<file path="config.mk">
export PLATFORM = sky130hd
export DESIGN_NAME = rand_gen_bank
export DESIGN_NICKNAME = d
export VERILOG_FILES = /design/src/rtl/rand_gen_bank.sv
export SDC_FILE = /design/constraint.sdc
export NUM_CORES = 1
export LEC_CHECK = 0
export CORE_MARGIN = 3
export CORE_UTILIZATION = 30
export CTS_CLUSTER_DIAMETER = 40
export CTS_CLUSTER_SIZE = 14
export DETAILED_ROUTE_END_ITERATION = 8
export DONT_BUFFER_PORTS = 1
export GPL_ROUTABILITY_DRIVEN = 0
export SLEW_MARGIN = 25
export SYNTH_ARGS = -nofsm -noshare
export SYNTH_HDL_FRONTEND = slang
export SYNTH_HIERARCHICAL = 1
export SYNTH_SLANG_ARGS = --single-unit
</file>
<file path="constraint.sdc">
create_clock -name clk -period 1.6 [get_ports clk]
set_input_delay 0.08 -clock clk [delete_from_list [all_inputs] [get_ports clk]]
set_output_delay 0.08 -clock clk [all_outputs]
set_load 0.01 [all_outputs]
</file>
<file path="src/rtl/rand_gen_bank.sv">
// Multi-channel Galois LFSR bank: each sample advances every channel OUT_W steps,
// delivered through a one-entry valid/ready output register with an accept counter.

module rand_gen_bank_lane #(
  parameter int                LFSR_W = 16,
  parameter int                OUT_W  = 8,
  parameter logic [LFSR_W-1:0] TAPS   = 16'hB400,
  parameter logic [LFSR_W-1:0] INIT   = 16'hACE1
) (
  input  logic              clk,
  input  logic              rst,
  input  logic              adv_i,
  input  logic              load_i,
  input  logic [LFSR_W-1:0] seed_i,
  output logic [OUT_W-1:0]  sample_o
);
  localparam logic [LFSR_W-1:0] INIT_G = (INIT == '0) ? LFSR_W'(1) : INIT;

  logic [LFSR_W-1:0] lfsr_q, lfsr_d, stepped;

  always_comb begin
    stepped = lfsr_q;
    for (int i = 0; i < OUT_W; i++)
      stepped = stepped[0] ? ((stepped >> 1) ^ TAPS) : (stepped >> 1);
    lfsr_d = lfsr_q;
    if (load_i)     lfsr_d = (seed_i == '0) ? LFSR_W'(1) : seed_i;
    else if (adv_i) lfsr_d = stepped;
  end

  assign sample_o = stepped[OUT_W-1:0];

  always_ff @(posedge clk) begin
    if (rst) lfsr_q <= INIT_G;
    else     lfsr_q <= lfsr_d;
  end
endmodule

module rand_gen_bank #(
  parameter int                LFSR_W     = 16,
  parameter int                OUT_W      = 8,
  parameter int                CHANNELS   = 4,
  parameter logic [LFSR_W-1:0] TAPS       = 16'hB400,
  parameter logic [LFSR_W-1:0] RESET_SEED = 16'hACE1,
  parameter int                CNT_W      = 16,
  localparam int               SEL_W      = (CHANNELS > 1) ? $clog2(CHANNELS) : 1
) (
  input  logic                      clk,
  input  logic                      rst,
  input  logic                      en_i,
  input  logic                      set_seed_i,
  input  logic [SEL_W-1:0]          seed_ch_i,
  input  logic [LFSR_W-1:0]         seed_i,
  input  logic                      rand_ready_i,
  output logic                      rand_valid_o,
  output logic [CHANNELS*OUT_W-1:0] rand_o,
  output logic [CNT_W-1:0]          cnt_o
);
  logic                               fire, adv;
  logic [CHANNELS-1:0][OUT_W-1:0]     smp;
  logic                               valid_q, valid_d;
  logic [CHANNELS*OUT_W-1:0]          rand_q, rand_d;
  logic [CNT_W-1:0]                   cnt_q, cnt_d;

  assign fire = valid_q && rand_ready_i;
  // A seed cycle suppresses advancing so the next sample comes from the new state.
  assign adv  = !set_seed_i && en_i && (!valid_q || rand_ready_i);

  // Out-of-range channel selects match no lane and are dropped.
  for (genvar g = 0; g < CHANNELS; g++) begin : g_lane
    rand_gen_bank_lane #(
      .LFSR_W (LFSR_W),
      .OUT_W  (OUT_W),
      .TAPS   (TAPS),
      .INIT   (RESET_SEED ^ LFSR_W'(g))
    ) u_lane (
      .clk      (clk),
      .rst      (rst),
      .adv_i    (adv),
      .load_i   (set_seed_i && (seed_ch_i == SEL_W'(g))),
      .seed_i   (seed_i),
      .sample_o (smp[g])
    );
  end

  always_comb begin
    valid_d = valid_q;
    rand_d  = rand_q;
    cnt_d   = cnt_q + CNT_W'(fire);
    if (set_seed_i) begin
      valid_d = valid_q && !fire;
    end else if (adv) begin
      valid_d = 1'b1;
      rand_d  = smp;
    end else if (fire) begin
      valid_d = 1'b0;
    end
  end

  always_ff @(posedge clk) begin
    if (rst) begin
      valid_q <= 1'b0;
      rand_q  <= '0;
      cnt_q   <= '0;
    end else begin
      valid_q <= valid_d;
      rand_q  <= rand_d;
      cnt_q   <= cnt_d;
    end
  end

  assign rand_valid_o = valid_q;
  assign rand_o       = rand_q;
  assign cnt_o        = cnt_q;
endmodule

</file>
==> results of run 1 <==
layout by cell type (no fill, tap or decap), types with 5 or more instances in the layout:
master           n
nand2b_1         5
o32ai_1          8
o21ai_0         14
nor2_1          41
a31oi_1         30
inv_1           21
clkinv_2         5
nor3_1           6
or2_2            5
buf_4           36
a21oi_1         51
dlygate4sd3_1   34
clkbuf_16       19
nand3_1         12
mux2i_1         14
mux2_2           8
nand4_1          5
o21a_1          16
nor4_1          30
xnor2_1         53
nand2_1        105
dfxtp_1        112
xor2_1          26
cell usage after synthesis (5+ instances only):
master,number,share of area
dfxtp_1,113,0.39
nand2_1,105,0.068
xnor2_1,53,0.080
a21oi_1,51,0.044
nor2_1,41,0.027
nor4_1,32,0.035
a31oi_1,30,0.032
xor2_1,26,0.039
inv_1,21,0.014
buf_4,19,0.025
o21a_1,16,0.021
buf_2,15,0.013
clkbuf_1,15,0.0097
mux2i_1,14,0.024
nand3_1,14,0.012
o21ai_0,14,0.012
mux2_2,9,0.017
nor3_1,8,0.0069
nor4b_1,8,0.012
o32ai_1,8,0.012
clkinv_1,7,0.0045
nand2b_1,5,0.0054
nand4_1,5,0.0054
or2_2,5,0.0054
area by class of cell:
cell class | count | area, µm²
Inverter | 31 | 128
Clock inverter | 13 | 163
Timing Repair Buffer | 76 | 724
Antenna cell | 2 | 5.00
Clock buffer | 19 | 433
Tap cell | 260 | 325
Multi-Input combinational cell | 493 | 3260
Fill cell | 1886 | 11500
Sequential cell | 113 | 2260
cell families after synthesis:
family	Yosys count	share of synthesized area
adders and majority gates	3	0.00647
DFF	113	0.390
AOI/OAI and AO/OA	133	0.142
muxes	27	0.0500
xor gates and xnor gates	83	0.130
and+or+nand+nor	247	0.212
buffers and inverters	82	0.0688
critical path, delay by kind of cell (launching register included):
family	cells	cell delay [ps]
and+or+nand+nor	3	450
AOI/OAI and AO/OA	2	170
DFF	1	340
buffers and inverters	3	480
where the power goes:
group / internal [W] / switching, W
Clock: 0.00245 / 0.00139
Sequential: 0.00303 / 0.000255
Combinational: 0.000596 / 0.000627
Total: 0.00607 / 0.00227
through the flow:
stage	instances	power, W	setup WS, ps
after global placement	932	0.00436	38.9
after CTS	999	0.00835	0.223
after global routing	1007	0.00869	-56.0
after detailed placement	932	0.00437	-20.3
after floorplan	688	0.00420	0.832
final	1007	0.00835	55.3
routing by layer:
metal	vias to the layer above	routed length, µm	GRT usage
met2	184	7480	0.234
met4	0	361	0.0651
met1	2407	7890	0.213
met3	26	1480	0.0562
met5	-	0	0
li1	2495	-	-
worst max-delay path by stage:
stage / from / endpoint / slack (ps) / cells after the start
2_1_floorplan: rand_valid_o / g_lane[3].u_lane/lfsr_q[15] / 0.8 / 9
3_3_place_gp: rand_valid_o / cnt_o[14] / 40 / 7
3_5_place_dp: rand_valid_o / cnt_o[10] / -20 / 7
4_1_cts: rand_valid_o / cnt_o[14] / 0.2 / 7
5_1_grt: rand_valid_o / g_lane[3].u_lane/lfsr_q[10] / -60 / 8
6_report: rand_valid_o / g_lane[3].u_lane/lfsr_q[10] / 60 / 8
state kept, by name (all words and copies together) (netlist names):
register	flops
rand_valid_o	1
g_lane.u_lane/lfsr_q	64
cnt_o	16
rand_o	32
timing repair:
item                                    4_1_cts  5_1_grt
endpoints found under the setup margin        3       22
setup buffers                                 0        4
resized for setup                             6       17
pin swaps                                     2        3
hold endpoints to repair                    113       75
gates cloned                                  0        2
==> reports/results.ini, run 1 <==
[clock_tree]
cts-hold-fix-buffers = 35
clock-root-buffer = clkbuf_16
cts_sinks = 113
clock_path_buffers = 2
worst_skew_pair.late_latency_ps = 420
h-tree-depth = 4
cts_tree = built
clkTransAtPathRegs_ps = 60
numCtsBuffers = 17

[setup_path]
r2r_start = rand_valid_o
critPathMaxStageDelay_ps = 340
r2r_slack_ps = 60
endpoint_kind = flip-flop
arrival_ps = 1850
start_kind = flip-flop
path_cells = nand2b_1 -> nand2b_1 -> clkinv_4 -> buf_4 -> clkbuf_16 -> nor4_4 -> a31oi_1 -> o21a_1
path_max_fanout = 20
timing.rr.end = g_lane[3].u_lane/lfsr_q[10]
r2r_cells = 8
criticalPathCategory = reg2reg
slowest_stage = dfxtp_2
critical_path_required_ps = 1900
cpMostUsedCell = nand2b_1

[floorplanning]
num_rows = 50
die_h_um = 145
die_x_um = 145
fp.coreArea_um2 = 18800
io_pins = 72
start_util = 0.308
die-area_um2 = 21000

[timing]
maxSlewHeadroom = 0.573
final_max_slew_viol_count = 0
finalCriticalPeriod_ps = 1540
finalClockSkew_ps = 11.9
tightest_slew_ps = 638
rsz0062_at_grt = true
period_share = 0.965
setup-violations-final = 0
hold_viol_final = 67
max_freq_mhz = 647
tns_ps = 0
fin_hold_ws_ps = -270

[drt]
drt-pass1-iter-count = 4
ant_nets = 0
drt_iter0_drc = 427
drc = 0
drt-vias-per-instance = 5.08
avgRoutedWirePerCell_um = 17.1
vias = 5112
wl_mm = 17.2

[hold_path]
hold_path_class = in2reg
hold_start = rst
whs_path_depth = 1
min_to = cnt_o[12]

[global_route]
grt_max_degree = 113
grt_use_total = 0.159
overflow = 0
grt_pass1_wl_mm = 27.2
first_global_vias = 4957
antenna_found_initial = 2

[synthesis]
seq_area_frac_synth = 0.390
ys_ff_latch = 113
synth_cells = 688
synth_area_per_cell_um2 = 8.43
ys.flop_type = dfxtp_1
ys_async_sr_fraction = 0
ys_types = 49
synth_fp_nets = 714
synth-edff-count = 0
yosys_warnings = 6
synth_area_um2 = 5800

[pwr]
p_per_area_nw_per_um2 = 1140
ir_drop_mv = 0.771
p_leak_nw = 2.64

[finish]
nets = 758
drive_gt1_frac = 0.161
fin_util = 0.388
area_delta_synth_final_pct = 25.9
finish.instance_area_um2 = 7310

[outcome]
violations = hold timing
status = complete, but fails checks

[place]
port_buffers = 0
dpl_cell_area_um2 = 6150
dpl.hpwl_mm = 10.7

[run]
maxCapViolCount = 0

(Power assumes the default switching activity.)
==> run 2, diff against run 1 <==
--- a/config.mk
+++ b/config.mk
@@ -12,6 +12,7 @@
 export DETAILED_ROUTE_END_ITERATION = 8
 export DONT_BUFFER_PORTS = 1
 export GPL_ROUTABILITY_DRIVEN = 0
+export GPL_TIMING_DRIVEN = 0
 export SLEW_MARGIN = 25
 export SYNTH_ARGS = -nofsm -noshare
 export SYNTH_HDL_FRONTEND = slang
==> constraint.sdc (replaced) <==
create_clock -name clk -period 1.9 [get_ports clk]
set_input_delay 0.095 -clock clk [delete_from_list [all_inputs] [get_ports clk]]
set_output_delay 0.095 -clock clk [all_outputs]
set_load 0.01 [all_outputs]
==> run 2 against run 1 <==
  * Highest routed layer is now met5
  * Power is 19% lower
  * Register-to-register slack hardly changed
  * Largest cell class unchanged
  * Wire length is 2.2% higher
  * Largest power group unchanged
  * Critical path type unchanged
  * Fmax is 16% lower
  * Via count is 0.49% higher
  * Worst hold slack better by 340 ps
  * Non-clock buffer count is 3 lower
  * The run now ends clean
  * Clock skew is 4.8 ps lower
==> reports/results.ini, run 2 (synthesis gave the netlist of run 1 again) <==
[clock_tree]
cts_tree = built
h-tree-depth = 4  ; unchanged
cts_sinks = 113  ; unchanged
post_cts_buffers = 0  ; unchanged
clock_path_buffers = 2  ; unchanged
worst_skew_pair.late_latency_ps = 410  ; about the same
clkTransAtPathRegs_ps = 50  ; about the same
numCtsBuffers = 17  ; unchanged
clock-root-buffer = clkbuf_16

[drt]
ant_nets = 0  ; unchanged
avgRoutedWirePerCell_um = 17.6  ; +2.9%
drt-pass1-iter-count = 4  ; unchanged
wl_mm = 17.6  ; +2.2%
vias = 5137  ; +0.49%
drt-vias-per-instance = 5.14  ; +1.2%
drc = 0  ; unchanged
drt_iter0_drc = 324  ; -24%

[floorplanning]
fp.coreArea_um2 = 18800  ; unchanged
die-area_um2 = 21000  ; unchanged
start_util = 0.308  ; unchanged
num_rows = 50  ; unchanged
io_pins = 72  ; unchanged
die_h_um = 145  ; unchanged
die_x_um = 145  ; unchanged

[global_route]
grt_pass1_wl_mm = 27.7  ; +1.9%
first_global_vias = 4856  ; -2.0%
grt_use_total = 0.164  ; +0.00541
overflow = 0  ; unchanged
antenna_found_initial = 1  ; -1
grt_max_degree = 17  ; -85%

[place]
dpl_cell_area_um2 = 6130  ; -0.41%
dpl_worst_slack_ps = -397  ; -377 ps
port_buffers = 0  ; unchanged
dpl.hpwl_mm = 11.7  ; +9.3%

[finish]
nets = 755  ; -0.40%
largest_reg_flops = 64  ; unchanged
final_cell_mix = dfxtp_1 (112), nand2_1 (105), xnor2_1 (53)
area_delta_synth_final_pct = 20.8
antenna_cells = 0  ; -2
finish.instance_area_um2 = 7010  ; -4.1%
top_register = g_lane.u_lane/lfsr_q
final_common_cell = dfxtp_1
drive_gt1_frac = 0.142  ; -0.0192

[timing]
max_freq_mhz = 542  ; -16%
hold_viol_final = 0  ; -100%
setup-violations-final = 0  ; unchanged
setup_ws_ps = 55.5  ; +0.209 ps
finalCriticalPeriod_ps = 1840  ; +300 ps
period_share = 0.971  ; +0.00535
maxSlewHeadroom = 0.490  ; -0.0829
fin_hold_ws_ps = 73.9  ; +344 ps
final_max_slew_viol_count = 0  ; unchanged
tightest_slew_ps = 764  ; +126 ps
finalClockSkew_ps = 7.05  ; -4.83 ps
rsz0062_at_grt = true

[hold_path]
whs_path_depth = 3  ; +2
hold_path_class = in2reg

[run]
maxCapViolCount = 0  ; unchanged

[outcome]
status = complete, no violations

[pwr]
p_per_area_nw_per_um2 = 967  ; -15%
p_leak_nw = 2.50  ; -5.2%
total_power_w = 0.00678  ; -19%
ir_drop_mv = 0.501  ; -35%

[setup_path]
arrival_ps = 2150  ; +300 ps
criticalPathCategory = reg2reg
start_kind = flip-flop
r2r_cells = 10  ; +2
critical_path_required_ps = 2210  ; +310 ps
endpoint_kind = flip-flop
path_max_fanout = 15  ; -25%

run 2: cell count changes in the layout (fill, tap and decap cells not counted), moves of 3 or more:
cell           before  now
clkbuf_2            0    3
clkbuf_1            2   17
dlygate4sd3_1      34   22
clkbuf_8            0    3
clkinv_4            4    0
buf_4              36   21
buf_2               0   10
clkinvlp_4          4    1
run 2: layer usage:
layer | GRT usage | share of wire
met2 | 0.254 | 0.46
met1 | 0.217 | 0.44
met5 | 0 | 0.00074
met3 | 0.0497 | 0.074
met4 | 0.0632 | 0.022
run 2: worst max-delay path: stages (launching register included):
cell      delay [ps]
dfxtp_2          380
nand2b_1          90
nand2b_1          70
buf_4            160
inv_4             80
buf_12           160
buf_6            140
buf_4            190
nor4_1           270
a31oi_1           80
o21a_1           110
run 2: layout make-up:
type	count	area (µm²)
fillers	1917	11800
multi-input cells	493	3220
flip-flops and latches	113	2260
clock buffers	24	482
well taps	260	325
plain buffers	51	318
repair buffers	22	220
inverters	31	121
clock inverters	6	57.6
run 2: final timing paths:
check	from	to	slack, ps
min	seed_ch_i[0]	g_lane[2].u_lane/lfsr_q[14]	70
min reg2reg	rand_o[12]	rand_o[12]	500
max	rand_valid_o	g_lane[1].u_lane/lfsr_q[7]	60
max reg2reg	rand_valid_o	g_lane[1].u_lane/lfsr_q[7]	60
run 2: repair_timing:
action / CTS / global route
gates resized for setup: 17 / 12
hold buffers: 22 / 0
endpoints found under the setup margin: 60 / 35
hold endpoints to repair: 66 / 0
run 2: report_power, final:
| part | switching [W] | internal, W | leakage (nW) | total [W] |
|---|---|---|---|---|
| registers | 0.000193 | 0.00255 | 0.926 | 0.00275 |
| logic | 0.000581 | 0.000499 | 1.31 | 0.00108 |
| clock network | 0.00108 | 0.00187 | 0.266 | 0.00295 |
run 2: per-stage QoR:
| stage | setup TNS [ps] | utilization | instances |
|---|---|---|---|
| final | 0 | 0.372 | 1000 |
| after global routing | -70.3 | 0.372 | 1000 |
| after CTS | 0 | 0.368 | 1000 |
| after detailed placement | -10900 | 0.325 | 948 |
| after global placement | -9480 | 0.325 | 948 |
| after floorplan | 0 | - | 688 |
